### src/rtl/axis_fork_scheduler_if.sv
// AXI-Stream style handshake bundle shared by the upstream and gated
// downstream sides of the fork scheduler.
`timescale 1ns/1ps
interface axis_fork_scheduler_if #(
  parameter int DATA_WIDTH = 64
) ();
  logic [DATA_WIDTH-1:0] tdata;
  logic                  tlast;
  logic                  tvalid;
  logic                  tready;

  modport master (output tdata, output tlast, output tvalid, input tready);
  modport slave  (input tdata, input tlast, input tvalid, output tready);
endinterface

### src/rtl/axis_fork_scheduler.sv
// Job scheduler that gates an AXI-Stream toward a fork arbiter for a fixed
// number of frames, tracks delivery, and guards the job with an idle timeout.
`timescale 1ns/1ps
module axis_fork_scheduler #(
  parameter int DATA_WIDTH = 64,
  parameter int CNT_WIDTH  = 16,
  parameter int TO_WIDTH   = 20
) (
  input  logic                  clk,
  input  logic                  rst,
  input  logic                  start,
  input  logic                  abort,
  input  logic [CNT_WIDTH-1:0]  cfg_frame_count,
  input  logic [TO_WIDTH-1:0]   cfg_timeout,
  axis_fork_scheduler_if.slave  s_axis,
  axis_fork_scheduler_if.master m_axis,
  output logic                  fork_enable,
  input  logic                  fork_done,
  output logic                  busy,
  output logic                  done,
  output logic                  error,
  output logic [CNT_WIDTH-1:0]  frames_in,
  output logic [CNT_WIDTH-1:0]  frames_out
);

  typedef enum logic [2:0] {
    ST_IDLE  = 3'd0,
    ST_RUN   = 3'd1,
    ST_DRAIN = 3'd2,
    ST_DONE  = 3'd3,
    ST_ERR   = 3'd4
  } state_t;

  localparam logic [CNT_WIDTH-1:0] CNT_ZERO = {CNT_WIDTH{1'b0}};
  localparam logic [CNT_WIDTH-1:0] CNT_ONE  = {{(CNT_WIDTH-1){1'b0}}, 1'b1};
  localparam logic [TO_WIDTH-1:0]  TO_ZERO  = {TO_WIDTH{1'b0}};
  localparam logic [TO_WIDTH-1:0]  TO_ONE   = {{(TO_WIDTH-1){1'b0}}, 1'b1};
  localparam logic [TO_WIDTH-1:0]  TO_MAX   = {TO_WIDTH{1'b1}};

  state_t               state_r, state_nxt_s;
  logic [CNT_WIDTH-1:0] target_r, frames_in_r, frames_out_r;
  logic [CNT_WIDTH-1:0] frames_in_nxt_s, frames_out_nxt_s;
  logic [TO_WIDTH-1:0]  timeout_r, idle_r, idle_nxt_s;
  logic                 fork_enable_r, busy_r, done_r, error_r, error_nxt_s;
  logic                 open_s, beat_s, last_beat_s, activity_s, in_job_s;
  logic                 accept_start_s, timeout_hit_s;

  // The gate is purely combinational; only RUN lets beats through.
  assign open_s        = (state_r == ST_RUN);
  assign m_axis.tdata  = s_axis.tdata[DATA_WIDTH-1:0];
  assign m_axis.tlast  = s_axis.tlast;
  assign m_axis.tvalid = s_axis.tvalid & open_s;
  assign s_axis.tready = m_axis.tready & open_s;

  assign beat_s         = s_axis.tvalid & m_axis.tready & open_s;
  assign last_beat_s    = beat_s & s_axis.tlast;
  assign activity_s     = beat_s | fork_done;
  assign in_job_s       = (state_r == ST_RUN) || (state_r == ST_DRAIN);
  assign accept_start_s = start & ~abort & ((state_r == ST_IDLE) || (state_r == ST_ERR));
  assign timeout_hit_s  = in_job_s & (timeout_r != TO_ZERO) & ~activity_s & (idle_r >= timeout_r);

  assign fork_enable = fork_enable_r;
  assign busy        = busy_r;
  assign done        = done_r;
  assign error       = error_r;
  assign frames_in   = frames_in_r;
  assign frames_out  = frames_out_r;

  // Next-state, counter and error-flag decisions.
  always_comb begin
    state_nxt_s      = state_r;
    frames_in_nxt_s  = frames_in_r;
    frames_out_nxt_s = frames_out_r;
    idle_nxt_s       = idle_r;
    error_nxt_s      = error_r;

    // Counters freeze in the abort cycle so the status reflects the job as cut off.
    if (in_job_s && !abort) begin
      if (last_beat_s) begin
        frames_in_nxt_s = frames_in_r + CNT_ONE;
      end else begin
        frames_in_nxt_s = frames_in_r;
      end
      if (fork_done && (frames_out_r < target_r)) begin
        frames_out_nxt_s = frames_out_r + CNT_ONE;
      end else begin
        frames_out_nxt_s = frames_out_r;
      end
      if (activity_s) begin
        idle_nxt_s = TO_ZERO;
      end else if (idle_r != TO_MAX) begin
        idle_nxt_s = idle_r + TO_ONE;
      end else begin
        idle_nxt_s = idle_r;
      end
    end else begin
      idle_nxt_s = idle_r;
    end

    case (state_r)
      ST_IDLE, ST_ERR: begin
        if (abort) begin
          state_nxt_s = ST_IDLE;
        end else if (start) begin
          frames_in_nxt_s  = CNT_ZERO;
          frames_out_nxt_s = CNT_ZERO;
          idle_nxt_s       = TO_ZERO;
          error_nxt_s      = 1'b0;
          state_nxt_s      = (cfg_frame_count != CNT_ZERO) ? ST_RUN : ST_DONE;
        end else begin
          state_nxt_s = state_r;
        end
      end
      ST_RUN: begin
        if (abort) begin
          state_nxt_s = ST_IDLE;
        end else if (last_beat_s && (frames_in_nxt_s == target_r)) begin
          state_nxt_s = ST_DRAIN;
        end else if (timeout_hit_s) begin
          state_nxt_s = ST_ERR;
          error_nxt_s = 1'b1;
        end else begin
          state_nxt_s = ST_RUN;
        end
      end
      ST_DRAIN: begin
        if (abort) begin
          state_nxt_s = ST_IDLE;
        end else if (frames_out_nxt_s == target_r) begin
          state_nxt_s = ST_DONE;
        end else if (timeout_hit_s) begin
          state_nxt_s = ST_ERR;
          error_nxt_s = 1'b1;
        end else begin
          state_nxt_s = ST_DRAIN;
        end
      end
      ST_DONE: begin
        state_nxt_s = ST_IDLE;
      end
      default: begin
        state_nxt_s = ST_IDLE;
      end
    endcase
  end

  // State, counters, latched configuration and registered control outputs.
  always_ff @(posedge clk or posedge rst) begin
    if (rst) begin
      state_r       <= ST_IDLE;
      target_r      <= CNT_ZERO;
      timeout_r     <= TO_ZERO;
      frames_in_r   <= CNT_ZERO;
      frames_out_r  <= CNT_ZERO;
      idle_r        <= TO_ZERO;
      error_r       <= 1'b0;
      fork_enable_r <= 1'b0;
      busy_r        <= 1'b0;
      done_r        <= 1'b0;
    end else begin
      state_r      <= state_nxt_s;
      frames_in_r  <= frames_in_nxt_s;
      frames_out_r <= frames_out_nxt_s;
      idle_r       <= idle_nxt_s;
      error_r      <= error_nxt_s;
      if (accept_start_s) begin
        target_r  <= cfg_frame_count;
        timeout_r <= cfg_timeout;
      end
      // Outputs decode the upcoming state so they line up with it exactly.
      fork_enable_r <= (state_nxt_s == ST_RUN) || (state_nxt_s == ST_DRAIN);
      busy_r        <= (state_nxt_s == ST_RUN) || (state_nxt_s == ST_DRAIN);
      done_r        <= (state_nxt_s == ST_DONE);
    end
  end

endmodule

### src/flat_wrapper.sv
// flat-port wrapper written by rule: the top's interface ports become plain ports
module axis_fork_scheduler_flat 
#(
  parameter int DATA_WIDTH = 64,
  parameter int CNT_WIDTH  = 16,
  parameter int TO_WIDTH   = 20
)
  (clk, rst, start, abort, cfg_frame_count, cfg_timeout, fork_enable, fork_done, busy, done, error, frames_in, frames_out, s_axis_tdata, s_axis_tlast, s_axis_tvalid, s_axis_tready, m_axis_tdata, m_axis_tlast, m_axis_tvalid, m_axis_tready);
  axis_fork_scheduler_if #(.DATA_WIDTH(DATA_WIDTH)) s_axis_i ();
  axis_fork_scheduler_if #(.DATA_WIDTH(DATA_WIDTH)) m_axis_i ();
  input  logic clk;
  input  logic rst;
  input  logic start;
  input  logic abort;
  input  logic [CNT_WIDTH-1:0] cfg_frame_count;
  input  logic [TO_WIDTH-1:0] cfg_timeout;
  output logic fork_enable;
  input  logic fork_done;
  output logic busy;
  output logic done;
  output logic error;
  output logic [CNT_WIDTH-1:0] frames_in;
  output logic [CNT_WIDTH-1:0] frames_out;
  input wire logic [$bits(s_axis_i.tdata)-1:0] s_axis_tdata;
  input wire logic [$bits(s_axis_i.tlast)-1:0] s_axis_tlast;
  input wire logic [$bits(s_axis_i.tvalid)-1:0] s_axis_tvalid;
  output wire logic [$bits(s_axis_i.tready)-1:0] s_axis_tready;
  output wire logic [$bits(m_axis_i.tdata)-1:0] m_axis_tdata;
  output wire logic [$bits(m_axis_i.tlast)-1:0] m_axis_tlast;
  output wire logic [$bits(m_axis_i.tvalid)-1:0] m_axis_tvalid;
  input wire logic [$bits(m_axis_i.tready)-1:0] m_axis_tready;
  assign s_axis_i.tdata = s_axis_tdata;
  assign s_axis_i.tlast = s_axis_tlast;
  assign s_axis_i.tvalid = s_axis_tvalid;
  assign s_axis_tready = s_axis_i.tready;
  assign m_axis_tdata = m_axis_i.tdata;
  assign m_axis_tlast = m_axis_i.tlast;
  assign m_axis_tvalid = m_axis_i.tvalid;
  assign m_axis_i.tready = m_axis_tready;
  axis_fork_scheduler #(.DATA_WIDTH(DATA_WIDTH), .CNT_WIDTH(CNT_WIDTH), .TO_WIDTH(TO_WIDTH)) u_core (.clk(clk), .rst(rst), .start(start), .abort(abort), .cfg_frame_count(cfg_frame_count), .cfg_timeout(cfg_timeout), .s_axis(s_axis_i), .m_axis(m_axis_i), .fork_enable(fork_enable), .fork_done(fork_done), .busy(busy), .done(done), .error(error), .frames_in(frames_in), .frames_out(frames_out));
endmodule
### config.mk
export PLATFORM = sky130hd
export DESIGN_NAME = axis_fork_scheduler_flat
export DESIGN_NICKNAME = d
export VERILOG_FILES = /design/src/rtl/axis_fork_scheduler_if.sv /design/src/rtl/axis_fork_scheduler.sv /design/src/flat_wrapper.sv
export SDC_FILE = /design/constraint.sdc
export NUM_CORES = 1
export LEC_CHECK = 0
export CAP_MARGIN = 15
export CORE_UTILIZATION = 49
export CTS_BUF_LIST = sky130_fd_sc_hd__clkbuf_8
export CTS_CLUSTER_SIZE = 12
export DETAILED_ROUTE_END_ITERATION = 7
export PLACE_DENSITY = 0.82
export REMOVE_ABC_BUFFERS = 1
export SLEW_MARGIN = 0
export SYNTH_ARGS = -nofsm -noshare
export SYNTH_HDL_FRONTEND = slang
export SYNTH_SLANG_ARGS = --single-unit
### constraint.sdc
create_clock -name clk -period 4.5 [get_ports clk]
set_input_delay 0.45 -clock clk [delete_from_list [all_inputs] [get_ports clk]]
set_output_delay 0.45 -clock clk [all_outputs]
set_load 0.01 [all_outputs]
==> out/results.ini <==
[clocking]
clkSinkCount = 94
clk_latency_ns = 0.39
h-tree-depth = 3
cts_setup_buffers = 0
root_buffer = clkbuf_8
holdBufCountCts = 0
clockBufferDepth = 2
tritoncts = built
cts_resized = 0
path_clk_slew_ns = 0.11
cts-buffers-inserted = 9

[global_route]
overflow = 0
grtUsageMet2_pct = 42.7
grt_pass1_wl_um = 35400
grt_max_degree = 106
grt_pass1_vias = 6048
grtUsageTotal_pct = 32.3
antenna_found_initial = 0
grtUsageMet3_pct = 17.2
grt_most_used_layer = met1
gr-usage-met1_pct = 43.6

[setup_path]
slowest_delay_ns = 0.85
crit_chain = inv_1 > ha_1 > nand4_1 > nor3_1 > a211oi_1 > nand3_2 > nor3_1 > xnor2_1 > nor4_2 > nand3_1 > a32o_1
critical_path_arrival_ns = 4.43
cp_top_family = simple AND/OR/NAND/NOR gates
endpoint_kind = register
crit_type = register to register
critical-path-slowest-cell = a211oi_1
worstPathMaxFanout = 10
crit_required_ns = 4.78
cpMostUsedCell = nor3_1
cp_num_buf_inv = 1
startpoint_type = register

[floorplan]
rows = 43
coreArea_sq_mm = 0.0140
dieArea_sq_mm = 0.0149
chipHeight_um = 122
start_util_pct = 50.4
io_pins = 211
die_x_um = 122

[final_layout]
fill_cells = 1232
fin_nets = 997
seqCellArea_sq_mm = 0.00235
n_antenna_cell = 0
drive_above_1_share_pct = 5.26
instances_no_fill = 1036
area_growth_syn_to_layout_pct = 10.6
fin_util_pct = 55.8
multiInputGateArea_sq_mm = 0.00392

[synth]
synth_cell_types = 67
ys_warn_count = 0
synth_edf_count = 0
netlist.area_leader.share_pct = 33.3
synth_area_leaders = dfrtp_1 33%, buf_4 7.1%, ha_1 6.7%
ys_ff_latch = 94
async_flop_share_pct = 100
synthCells = 844
synth.largest_area_cell = dfrtp_1
synthFlopType = dfrtp_1
syn_area_sq_mm = 0.00705
post_synth.cell_area_avg_sq_um = 8.36
seq_area_frac_synth_pct = 33.3

[placement]
detailed_place_hpwl_um = 17500
placed_cells = 1019
place_congestion = 1.00
portBuffers = 82

[run_status]
status = finished clean

[timing]
finalSetupTns_ns = 0
fin_skew_ns = 0.0190
worstMarginPinSlew_ns = 1.04
hold_viol_final = 0
max_slew_margin_pct = 30.2
fmax_mhz = 241
rsz0062_at_grt = no
finalMaxSlewViolations = 0
setup_viol = 0
fin_crit_ns = 4.15
timing.hold.ws_ns = 0.527
fin_crit_sh_pct = 92.2

[drt]
vias = 6587
wl_um = 23400
wl_per_cell_um = 22.6
ant_nets = 0
drt_iter0_drc = 940
dr.pass1.iters = 8
route.detailed.drc = 0
avgViaCountPerCell = 6.36

[run]
drv_cap = 0

[hold_path]
hold_class = primary input to asynchronous set/reset pin

[power_and_ir_drop]
p_leak_nw = 3.25
total_power_mw = 2.13
vdd.ir_drop.worst_v = 0.000159
p_per_area_mw_per_mm2 = 273

## path summary, 6_finish.rpt
kind                       cells past startpoint           startpoint  slack, ns                     to
hold / removal                                 2                  rst       0.53    u_core.timeout_r[9]
min in group clk                               2  u_core.timeout_r[0]       0.54    u_core.timeout_r[0]
hold reg to reg                                2  u_core.timeout_r[0]       0.54    u_core.timeout_r[0]
max in group asynchronous                      3                  rst       2.97  u_core.frames_out[13]
setup reg to reg                              11  u_core.target_r[14]       0.35      u_core.state_r[2]
setup / recovery                              11  u_core.target_r[14]       0.35      u_core.state_r[2]
## cells in the mapped netlist (2+ instances only)
master	number
dfrtp_1	94
nand2_1	91
nor2_1	81
buf_4	67
o21ai_0	56
inv_1	44
xnor2_1	44
ha_1	38
nand3_1	35
a21oi_1	32
nand4_1	27
xor2_1	25
clkbuf_1	23
nor4_1	21
nor3_1	20
and4_1	10
and3_1	8
nand2b_1	8
a31oi_1	7
nor3b_1	7
or3_1	7
a21o_1	6
mux2i_1	6
o2111ai_1	6
a211oi_1	5
nor2b_1	5
o22ai_1	5
and2_1	4
o211ai_1	4
or4_1	4
a2111oi_0	3
nand4b_1	3
nor4_2	3
o21bai_1	3
o31ai_1	3
a211o_1	2
and3_4	2
buf_1	2
nand3b_1	2
nor4b_1	2
or2_2	2
xnor3_1	2
## cell usage in the layout, fill, tap and decap left out, types with 7 or more instances in the layout
cell type,netlist,routed
dfrtp_1,94,94
a31oi_1,7,7
nand3_1,35,35
ha_1,38,38
nor4_1,21,21
buf_4,67,9
clkbuf_8,0,9
xor2_1,25,25
nand2b_1,8,8
nor3b_1,7,7
nand2_1,91,91
o21ai_0,56,56
and4_1,10,10
xnor2_1,44,44
nor2_1,81,81
nor3_1,20,20
and3_1,8,8
inv_1,44,43
nand4_1,27,27
or3_1,7,7
clkdlybuf4s50_1,0,82
a21oi_1,32,32
## layer usage
layer | wire, um | vias to the layer above
met1 | 9690 | 3098
met5 | 207 | -
met2 | 9240 | 493
met4 | 582 | 8
li1 | - | 2931
met3 | 3700 | 57
## state kept, by name, summed over array words and instances (netlist names)
register and count:
u_core.idle_r 20, u_core.timeout_r 20, u_core.frames_in 16, u_core.frames_out 16
u_core.target_r 16, u_core.state_r 3, u_core.done 1, u_core.error 1
u_core.fork_enable 1
## report_power, final
group / internal, mW / switching (mW)
Sequential: 0.902 / 0.0773
Clock: 0.373 / 0.331
Combinational: 0.195 / 0.253
Total: 1.47 / 0.661
## final cells by class
class | instances | area share (%)
clock inverters | 7 | 1.54
flip-flops and latches | 94 | 30.2
repair buffers | 91 | 11.4
clock buffers | 9 | 1.59
inverters | 44 | 2.15
well taps | 180 | 2.89
multi-input cells | 611 | 50.3
## worst register-to-register path, stage by stage, from the launching register on
cell	delay [ns]
dfrtp_1	0.54
inv_1	0.15
ha_1	0.32
nand4_1	0.16
nor3_1	0.08
a211oi_1	0.85
nand3_2	0.40
nor3_1	0.47
xnor2_1	0.14
nor4_2	0.42
nand3_1	0.25
a32o_1	0.27
## through the flow
| step | setup slack (ns) | cell area [sq um] |
|---|---|---|
| floorplan | 1.02 | 6440 |
| global placement | 0.624 | 7550 |
| detailed placement | 0.492 | 7550 |
| CTS | 0.471 | 7790 |
| global route | 0.0142 | 7800 |
| finish | 0.351 | 7800 |
## kinds of logic after synthesis
group / count (synthesis) / synth area share (%)
AND/OR/NAND/NOR: 351 / 26.1
multiplexers: 6 / 0.851
AO/OA/AOI/OAI: 145 / 12.6
buffers and inverters: 139 / 11.1
XOR/XNOR: 71 / 9.21
flip-flops: 94 / 33.3
adder cells (fa/ha/maj): 38 / 6.74
No activity file was read; power rests on OpenSTA's default activity.
